$ cat src/rtl/serial_sub_ctrl.sv
// -----------------------------------------------------------------------------
// serial_sub_ctrl
//
// Bit-serial subtractor controller. Computes D = A - B (mod 2^WIDTH) by
// stepping one 1-bit subtractor cell, built from two half subtractors and a
// borrow OR, over the operands LSB first, one bit per clock. The borrow is
// carried between bit positions in a flip-flop.
//
// Handshake: an operation is accepted on a rising edge where START=1 and
// BUSY=0. A and B are sampled on that edge only. BUSY stays high from the
// accepting edge until the FIN exit edge. START seen while BUSY=1 is dropped,
// not queued. DONE is a one-cycle pulse. D, BOUT and ZERO become valid in the
// DONE cycle and hold until the next operation completes.
//
// Ports:
//   CLK        rising-edge clock
//   RST_N      asynchronous active-low reset
//   START      operation request, sampled only while BUSY=0
//   A, B       minuend / subtrahend (WIDTH bits)
//   BUSY       high in RUN and FIN
//   DONE       one-cycle completion pulse
//   D          difference A - B mod 2^WIDTH
//   BOUT       final borrow, 1 iff A < B (unsigned)
//   ZERO       1 iff D == 0
//   state_dbg  current FSM state (IDLE=0, RUN=1, FIN=2)
// -----------------------------------------------------------------------------
module serial_sub_ctrl #(
    parameter int WIDTH = 8
) (
    input  logic             CLK,
    input  logic             RST_N,
    input  logic             START,
    input  logic [WIDTH-1:0] A,
    input  logic [WIDTH-1:0] B,
    output logic             BUSY,
    output logic             DONE,
    output logic [WIDTH-1:0] D,
    output logic             BOUT,
    output logic             ZERO,
    output logic [1:0]       state_dbg
);

    localparam int CNT_W = (WIDTH > 1) ? $clog2(WIDTH) : 1;
    localparam logic [CNT_W-1:0] LAST_CNT = CNT_W'(WIDTH - 1);

    typedef enum logic [1:0] {
        IDLE = 2'd0,
        RUN  = 2'd1,
        FIN  = 2'd2
    } state_t;

    state_t state, state_nxt;

    logic [WIDTH-1:0] sa;
    logic [WIDTH-1:0] sb;
    logic [WIDTH-1:0] res;
    logic             borrow;
    logic [CNT_W-1:0] cnt;

    // One-bit subtractor cell: two half subtractors plus a borrow OR.
    logic cell_a, cell_b;
    logic hs1_d, hs1_b;
    logic cell_d, hs2_b, cell_bout;
    logic last_bit;
    logic [WIDTH-1:0] res_nxt;

    assign cell_a    = sa[0];
    assign cell_b    = sb[0];
    assign hs1_d     = cell_a ^ cell_b;
    assign hs1_b     = ~cell_a & cell_b;
    assign cell_d    = hs1_d ^ borrow;
    assign hs2_b     = ~hs1_d & borrow;
    assign cell_bout = hs1_b | hs2_b;

    // Result fills from the MSB end, so after WIDTH shifts bit 0 sits at [0].
    assign res_nxt  = {cell_d, res[WIDTH-1:1]};
    assign last_bit = (cnt == LAST_CNT);

    assign BUSY      = (state != IDLE);
    assign state_dbg = state;

    always_ff @(posedge CLK or negedge RST_N) begin
        if (!RST_N) begin
            state <= IDLE;
        end else begin
            state <= state_nxt;
        end
    end

    always_comb begin
        state_nxt = state;
        case (state)
            IDLE:    if (START) state_nxt = RUN;
            RUN:     if (last_bit) state_nxt = FIN;
            FIN:     state_nxt = IDLE;
            default: state_nxt = IDLE;
        endcase
    end

    always_ff @(posedge CLK or negedge RST_N) begin
        if (!RST_N) begin
            sa     <= '0;
            sb     <= '0;
            res    <= '0;
            borrow <= 1'b0;
            cnt    <= '0;
            D      <= '0;
            BOUT   <= 1'b0;
            ZERO   <= 1'b1;
            DONE   <= 1'b0;
        end else begin
            case (state)
                IDLE: begin
                    DONE <= 1'b0;
                    if (START) begin
                        sa     <= A;
                        sb     <= B;
                        res    <= '0;
                        borrow <= 1'b0;
                        cnt    <= '0;
                    end
                end
                RUN: begin
                    sa     <= sa >> 1;
                    sb     <= sb >> 1;
                    res    <= res_nxt;
                    borrow <= cell_bout;
                    cnt    <= cnt + CNT_W'(1);
                    // Published outputs only move on the completion edge.
                    if (last_bit) begin
                        D    <= res_nxt;
                        BOUT <= cell_bout;
                        ZERO <= (res_nxt == '0);
                        DONE <= 1'b1;
                    end
                end
                FIN: begin
                    DONE <= 1'b0;
                end
                default: begin
                    DONE <= 1'b0;
                end
            endcase
        end
    end

endmodule

$ cat config.mk
export PLATFORM = sky130hd
export DESIGN_NAME = serial_sub_ctrl
export DESIGN_NICKNAME = d
export VERILOG_FILES = /design/src/rtl/serial_sub_ctrl.sv
export SDC_FILE = /design/constraint.sdc
export NUM_CORES = 1
export LEC_CHECK = 0
export CORE_UTILIZATION = 58
export CTS_BUF_LIST = sky130_fd_sc_hd__clkbuf_8
export CTS_CLUSTER_DIAMETER = 60
export CTS_CLUSTER_SIZE = 12
export DETAILED_ROUTE_END_ITERATION = 8
export PLACE_DENSITY_LB_ADDON = 0.08
export SYNTH_ARGS = -nofsm -noshare
export SYNTH_HDL_FRONTEND = slang
export SYNTH_SLANG_ARGS = --single-unit
export TNS_END_PERCENT = 30
$ cat constraint.sdc
create_clock -name CLK -period 4.3 [get_ports CLK]
set_input_delay 0.43 -clock CLK [delete_from_list [all_inputs] [get_ports CLK]]
set_output_delay 0.43 -clock CLK [all_outputs]
set_load 0.03 [all_outputs]
==> results of run 1 <==
## cells in the mapped netlist (2+ instances only)
master	instances	share of area
dfrtp_1	39	0.53
o21ai_0	15	0.041
a21oi_1	13	0.036
nand2_1	11	0.023
nor2b_1	11	0.038
a22oi_1	10	0.041
a22o_1	9	0.043
buf_6	5	0.031
mux2_4	5	0.041
o21ai_1	5	0.014
buf_4	4	0.016
inv_1	3	0.0062
mux2_2	3	0.019
mux2i_1	3	0.016
clkbuf_1	2	0.0041
ha_1	2	0.014
nor2_1	2	0.0041
nor4_1	2	0.0069
## through the flow
stage	hold slack, ns	util	power [W]	worst slack [ns]	cell area [sq um]
global placement	0.4629	0.7299	0.001259	2.214	2100
global route	0.3215	0.7612	0.001625	1.792	2190
CTS	0.2754	0.7612	0.001537	1.879	2190
finish	0.2487	0.7612	0.001527	1.902	2190
detailed placement	0.4741	0.7299	0.001286	2.112	2100
floorplan	0.1344	-	0.001115	2.655	1826
## area by class of cell
type | count | share of cell area
inverters | 3 | 0.005143
multi-input cells | 100 | 0.3280
clock inverters | 2 | 0.003429
clock buffers | 6 | 0.03771
repair buffers | 32 | 0.1440
well taps | 42 | 0.02400
flip-flops and latches | 40 | 0.4577
## registers in the layout, summed over array words and instances, names as in the netlist
| signal | cells |
|---|---|
| sa | 8 |
| cnt | 3 |
| res | 7 |
| BOUT | 1 |
| DONE | 1 |
| D | 8 |
| sb | 8 |
| borrow | 1 |
| ZERO | 1 |
| state_dbg | 2 |
## logic make-up after synthesis
group	Yosys count	synth area share
compound gates	54	0.1899
buf+inv	14	0.05757
mux	11	0.07608
fa+ha+maj	3	0.02467
flops	40	0.5490
simple gates	32	0.1028
## worst paths after layout
| path | cells past startpoint | endpoint | slack (ns) |
|---|---|---|---|
| setup / recovery | 2 | BUSY | 1.90 |
| max in group asynchronous | 1 | res[1] | 3.51 |
| min in group CLK | 2 | borrow | 0.49 |
| hold / removal | 1 | D[2] | 0.25 |
| setup reg to reg | 3 | sa[5] | 2.08 |
| hold reg to reg | 2 | borrow | 0.49 |
## layer usage
metal / wire (um) / global-route usage / share of wire / vias up
met4: 48 / 0.1020 / 0.014 / 0
met3: 181 / 0.06027 / 0.054 / 5
met2: 1598 / 0.3432 / 0.47 / 45
met1: 1550 / 0.3100 / 0.46 / 627
met5: 0 / 0 / 0 / -
li1: - / - / - / 599
## critical path, delay by kind of cell (launching register included)
kind | cells | cell delay, ns
buffers and inverters | 1 | 0.66
DFF | 1 | 0.80
and+or+nand+nor | 1 | 0.22
## power groups by stage
stage	Clock (W)	Combinational, W	Sequential (W)
global placement	0	0.000599	0.000660
floorplan	0	0.000404	0.000711
CTS	0.000254	0.000618	0.000665
detailed placement	0	0.000617	0.000669
finish	0.000247	0.000613	0.000667
global route	0.000268	0.000669	0.000688
==> reports/metrics.cfg, run 1 <==
[status]
result_of_the_run = finished clean

[global_routing]
overflow = 0
number_of_antenna_violations_at_the_first_check_in_global_routing = 0
grt_max_degree = 41
vias_in_the_first_global_route = 1204
track_usage = 0.2273
grt_pass1_wl_um = 5664

[drt]
number_of_drc_markers_in_iteration_0 = 79
drt-vias-per-instance = 5.671
post-route-drc-count = 0
ant_nets = 0
detail_route.wirelength_um = 3379
vias_post_dr = 1276
avgRoutedWirePerCell_um = 15.02
drt-pass1-iter-count = 4

[layout]
multi_input_comb_area_sq_um = 718.2
antenna_cells = 0
syn_to_final_growth_pct = 19.95
most-common-layout-cells = dfrtp_1 (39), clkdlybuf4s50_1 (31), o21ai_0 (15), a21oi_1 (13)
fin_nets = 204
fillerInstances = 206
layoutNonFillerInstCount = 225
ff_latch_area_sq_um = 1002
mostFrequentLayoutCell = dfrtp_1
post_route_cells_drive_above_1_share = 0.1093

[clocking]
tritoncts.num_buffers = 5
htree_levels = 2
clock-root-buffer = clkbuf_8
clock_sink_count = 40
clk_latency_worst_skew_pair_ns = 0.29
post_cts_buffers = 0
tritoncts = yes
cts.hold.buffers_added = 0
clkTransAtPathRegs_ns = 0.07
max-clock-path-buffers = 2
post_cts_resized = 0

[die]
floorplan.initialDensity = 0.6346
dieHeight_um = 58.10
ioPinCount = 33
die_width_um = 58.10
num_rows = 19
die-area_sq_um = 3376
design.core.area_sq_um = 2877

[yosys]
synth.ff_latch_count = 40
ys.warnings.count = 0
ys_dominant_reg_cell = dfrtp_1
netlist_area_sq_um = 1826
nets_in_the_synthesized_netlist = 176
synth_edf_count = 0
ys_seq_area_frac = 0.5490
postSynthCellCount = 154
async_flop_share = 1.000
distinct_cell_type_count_after_synthesis = 28
syn_avg_cell_area_sq_um = 11.85

[sta]
setup_violations = 0
post-route-period-util = 0.5576
timing.clock.skew_ns = 0.004154
rsz_0062_raised_after_global_routing = no
max_freq_ghz = 0.4170
post_route_setup_tns_ns = 0
final.min_clock_period_ns = 2.398
max_slew_margin = 0.3617
timing_hold_violations_final = 0
slew_viol_final = 0
worst_margin_slew_ns = 0.9532

[power_and_ir_drop]
leak_pwr_nw = 0.9872
combinationalPowerShare = 0.401
clock_power_share = 0.162
p_switching_w = 0.0005651
switching_share = 0.3701
cell_internal_pwr_w = 0.0009619
vdd.ir_drop.worst_uv = 356.3
power-per-cell-area_nw_per_um2 = 697.4
share_seq_of_total_power = 0.437

[setup_path]
setup.worst_path.start = state_dbg[0]
worst_path_largest_cell_delay_ns = 0.80
worst-setup-path-type = reg -> out
critical_r2r_launch = state_dbg[0]
cp_max_fo = 21
worstPathArrival_ns = 1.97
end_kind = primary output
critical_path_cell_by_cell = or2_2, clkdlybuf4s50_1
cpMaxStageDelayCell = dfrtp_1
worst_setup_path_start_kind = flop
required_ns = 3.87

[placed_design]
dpl.cell_count = 217
place.gp.congestion = 0.7376
dp.final_hpwl_um = 2232
place.port_buffers = 32

[min_path]
hp-class = in -> async

[job]
max_cap_viol_count = 0

No activity file was read; power rests on OpenSTA's default activity.
==> inputs of run 2 (changes only) <==
- CORE_UTILIZATION: 58 -> 54
- clock period: 4.3 -> 2.4 ns (I/O delays scaled with it)
==> run 2 against run 1 <==
Compared with the run above: via count increased by 0.63%; first-iteration DRC count unchanged; cell area increased by 1.8%; register-to-register slack got worse by 1.2 ns; clock skew increased by 0.0039 ns; sequential power increased by 71%; final cell count increased by 3.1%; setup slack got worse by 1.3 ns; clock power increased by 81%; wire length increased by 4.9%; critical endpoint is now state_dbg[0]; largest power group is now combinational logic.
==> reports/metrics.cfg, run 2 (same netlist as run 1, synthesis figures left out) <==
[setup_path]
timing.critical_path.max_delay_family = buffers and inverters
critical_path_cell_by_cell = buf_4, clkdlybuf4s50_1
end_kind = primary output
required_ns = 2.16
cpMaxStageDelayCell = clkdlybuf4s50_1
worst_setup_path_start_kind = flop
worst-setup-path-type = reg -> out
worstPathArrival_ns = 1.58
cp_max_fo = 20
worst_path_largest_cell_delay_ns = 0.71
crit_buf_inv = 2

[sta]
worst_margin_slew_ns = 0.8785
max_freq_ghz = 0.5490
max_slew_margin = 0.4143
hold-worst-slack_ns = 0.06262
rsz_0062_raised_after_global_routing = no
timing_hold_violations_final = 0
post_route_setup_tns_ns = 0
final.min_clock_period_ns = 1.822
setup_violations = 0
timing.clock.skew_ns = 0.008102
post-route-period-util = 0.7590
slew_viol_final = 0

[global_routing]
track_usage = 0.2271
grt_pass1_wl_um = 5920
overflow = 0
number_of_antenna_violations_at_the_first_check_in_global_routing = 0
vias_in_the_first_global_route = 1300
grt_max_degree = 41

[status]
result_of_the_run = finished clean

[die]
die_width_um = 60.14
floorplan.initialDensity = 0.5836
design.core.area_sq_um = 3128
die-area_sq_um = 3617
dieHeight_um = 60.14
ioPinCount = 33
num_rows = 20

[drt]
ant_nets = 0
number_of_drc_markers_in_iteration_0 = 79
drt-vias-per-instance = 5.534
detail_route.wirelength_um = 3545
drt-pass1-iter-count = 4
vias_post_dr = 1284
avgRoutedWirePerCell_um = 15.28
post-route-drc-count = 0

[clocking]
htree_levels = 2
post_cts_resized = 0
clock_sink_count = 40
clock-root-buffer = clkbuf_8
post_cts_buffers = 0
clk_latency_worst_skew_pair_ns = 0.29
tritoncts = yes
clkTransAtPathRegs_ns = 0.08
cts.hold.buffers_added = 0
tritoncts.num_buffers = 5
max-clock-path-buffers = 2

[power_and_ir_drop]
vdd.ir_drop.worst_uv = 1021
power-per-cell-area_nw_per_um2 = 1246
leak_pwr_nw = 1.011

[placed_design]
place.gp.congestion = 0.7504
place.port_buffers = 32
dp.final_hpwl_um = 2372

[layout]
mostFrequentLayoutCell = dfrtp_1
antenna_cells = 0
syn_to_final_growth_pct = 22.14
fin_nets = 209
post_route_cells_drive_above_1_share = 0.1330
most-common-layout-cells = dfrtp_1 (39), clkdlybuf4s50_1 (31), o21ai_0 (15), a21oi_1 (13)
reg_top3 = D (8), sa (8), sb (8)

[min_path]
hp-class = in -> async

[job]
max_cap_viol_count = 0

## run 2: final cells by class
type,count,area [sq um]
fillers,251,898.4
repair buffers,37,352.8
clock buffers,6,82.58
clock inverters,2,7.507
flip-flops and latches,40,1002
multi-input cells,100,718.2
inverters,3,11.26
well taps,44,55.05
## run 2: where the power goes
group | switching, W | internal [W] | total (W)
Clock | 0.000221 | 0.000226 | 0.000447
Sequential | 0.000190 | 0.000952 | 0.00114
Combinational | 0.000612 | 0.000578 | 0.00119
## run 2: path summary, 6_finish.rpt
check	start	to	slack [ns]	cells after the start
max in group asynchronous	RST_N	D[6]	1.78	1
worst max-delay path	state_dbg[0]	state_dbg[0]	0.58	2
min in group CLK	ZERO	ZERO	0.48	2
worst min-delay path	RST_N	D[7]	0.06	1
worst min register to register	ZERO	ZERO	0.48	2
worst max register to register	cnt[0]	D[5]	0.84	4
## run 2: routing by layer
layer	up-vias	track usage	share of wire	wire length (um)
met2	38	0.3548	0.49	1736
met3	2	0.06494	0.045	160
met1	631	0.3062	0.46	1631
li1	613	-	-	-
met4	0	0.06977	0.0048	17
met5	-	0	0	0
## run 2: worst reg2reg max path, stage by stage, from the launching register on
cell,delay [ns]
dfrtp_1,0.40
ha_1,0.20
ha_1,0.25
nand3b_4,0.22
mux2_2,0.37
## run 2: per-stage QoR
| step | setup WS (ns) | power, W | area (sq um) | utilization | std cells |
|---|---|---|---|---|---|
| 2_1_floorplan | 0.9447 | 0.001997 | 1826 | - | 154 |
| 3_3_place_gp | 0.8366 | 0.002296 | 2140 | 0.6840 | 224 |
| 3_5_place_dp | 0.7408 | 0.002350 | 2140 | 0.6840 | 224 |
| 4_1_cts | 0.5597 | 0.002799 | 2230 | 0.7128 | 232 |
| 5_1_grt | 0.4989 | 0.002963 | 2230 | 0.7128 | 232 |
| 6_report | 0.5784 | 0.002779 | 2230 | 0.7128 | 232 |
==> inputs of run 3 (changes only) <==
- clock period: 2.4 -> 1.7 ns (I/O delays scaled with it)
==> run 3 against run 2 <==
Compared with the run above: via count is 0.31% lower; core utilization is 1.9 points higher; sequential share of layout area is 1.1 points lower; sequential power is 43% higher; combinational power is 40% higher; critical path type unchanged; largest power group unchanged; highest routed layer unchanged.
==> reports/metrics.cfg, run 3 (same netlist as run 1, synthesis figures left out) <==
[status]
result_of_the_run = finished clean

[setup_path]
worst-setup-path-type = reg -> out
worst_path_largest_cell_delay_ns = 0.66
worstPathArrival_ns = 1.48
critical_path_cell_by_cell = clkdlybuf4s50_1
critical_r2r_launch = sb[0]
worstSetupPathDepth = 1
cpMaxStageDelayCell = clkdlybuf4s50_1
regToRegSetupSlack_ns = 0.18
worst_setup_path_start_kind = flop
crit_buf_inv = 1
timing.critical_path.max_delay_family = buffers and inverters
reg2reg_depth = 5
required_ns = 1.53
cp_max_fo = 2
reg2reg_to = ZERO
setup.worst_path.start = ZERO
end_kind = primary output

[global_routing]
track_usage = 0.2205
grt_max_degree = 41
overflow = 0
vias_in_the_first_global_route = 1260
grt_pass1_wl_um = 5740
number_of_antenna_violations_at_the_first_check_in_global_routing = 0

[clocking]
clkTransAtPathRegs_ns = 0.08
htree_levels = 2
tritoncts.num_buffers = 5
clock-root-buffer = clkbuf_8
clock_sink_count = 40
max-clock-path-buffers = 2
clk_latency_worst_skew_pair_ns = 0.29
post_cts_buffers = 0
tritoncts = yes

[drt]
vias_post_dr = 1280
post-route-drc-count = 0
detail_route.wirelength_um = 3513
drt-vias-per-instance = 5.447
number_of_drc_markers_in_iteration_0 = 91
drt-pass1-iter-count = 4
ant_nets = 0
avgRoutedWirePerCell_um = 14.95

[sta]
post_route_setup_tns_ns = 0
timing.clock.skew_ns = 0.005209
final.min_clock_period_ns = 1.651
slew_viol_final = 0
max_slew_margin = 0.6722
setup_slack_ns = 0.04880
rsz_0062_raised_after_global_routing = no
post-route-period-util = 0.9713
worst_margin_slew_ns = 0.4916
timing_hold_violations_final = 0
max_freq_ghz = 0.6056
setup_violations = 0

[power_and_ir_drop]
share_seq_of_total_power = 0.394
p_switching_w = 0.001453
cell_internal_pwr_w = 0.002682
vdd.ir_drop.worst_uv = 1117
power-per-cell-area_nw_per_um2 = 1807
clock_power_share = 0.201
switching_share = 0.3513
finalPower_w = 0.004135
combinationalPowerShare = 0.405
leak_pwr_nw = 1.038

[layout]
syn_to_final_growth_pct = 25.36
antenna_cells = 0
fin_nets = 212
most-common-layout-cells = dfrtp_1 (38), clkdlybuf4s50_1 (29), o21ai_0 (15), a21oi_1 (13)
post_route_cells_drive_above_1_share = 0.1623
reg_top3 = D (8), sa (8), sb (8)
mostFrequentLayoutCell = dfrtp_1

[placed_design]
dp.final_hpwl_um = 2421
place_worst_setup_slack_ns = 0.1820
place.port_buffers = 32
place.gp.congestion = 0.7440

[die]
die-area_sq_um = 3617
num_rows = 20
design.core.area_sq_um = 3128
die_width_um = 60.14
floorplan.initialDensity = 0.5836
ioPinCount = 33
dieHeight_um = 60.14

[job]
max_cap_viol_count = 0

[min_path]
hp-class = in -> async

run 3: how the worst max path moves through the flow:
stage / end / slack (ns)
floorplan: D[0] / 0.26
global placement: D[6] / 0.24
detailed placement: ZERO / 0.18
CTS: ZERO / 0.04
global route: ZERO / 0.01
finish: ZERO / 0.05
run 3: per-stage QoR:
| step | area, sq um | util | cells | hold WS [ns] |
|---|---|---|---|---|
| 2_1_floorplan | 1826 | - | 154 | -0.1256 |
| 3_3_place_gp | 2152 | 0.6880 | 226 | 0.2456 |
| 3_5_place_dp | 2152 | 0.6880 | 226 | 0.2526 |
| 4_1_cts | 2287 | 0.7312 | 235 | 0.4861 |
| 5_1_grt | 2288 | 0.7316 | 235 | 0.5088 |
| 6_report | 2288 | 0.7316 | 235 | 0.4864 |
run 3: layout make-up:
| cell class | count | area (sq um) |
|---|---|---|
| flip-flops and latches | 40 | 1003 |
| repair buffers | 40 | 374.1 |
| well taps | 44 | 55.05 |
| clock buffers | 7 | 96.34 |
| fillers | 223 | 839.6 |
| multi-input cells | 100 | 718.2 |
| inverters | 3 | 11.26 |
| clock inverters | 1 | 30.03 |
run 3: power groups by stage:
stage / Clock, W / Sequential, W / Combinational [W]
floorplan: 0 / 0.00180 / 0.00102
global placement: 0 / 0.00162 / 0.00163
detailed placement: 0 / 0.00164 / 0.00169
CTS: 0.000850 / 0.00163 / 0.00169
global route: 0.000877 / 0.00168 / 0.00184
finish: 0.000831 / 0.00163 / 0.00167
run 3: timing repair:
| action | in CTS | in global routing |
|---|---|---|
| hold endpoints to repair | 39 | 0 |
| cloned | 0 | 0 |
| setup endpoints to repair | 1 | 1 |
| hold buffers | 1 | 0 |
| resized for setup | 1 | 1 |
run 3: per-layer routing:
layer | track usage | wire length (um) | share of wire
met1 | 0.2779 | 1594 | 0.45
met2 | 0.3673 | 1767 | 0.50
met3 | 0.04545 | 112 | 0.032
met4 | 0.08970 | 40 | 0.011
met5 | 0 | 0 | 0
run 3: worst min-delay path: cells and delay by family:
family,cells,cell delay (ns)
buffers and inverters,3,1.06
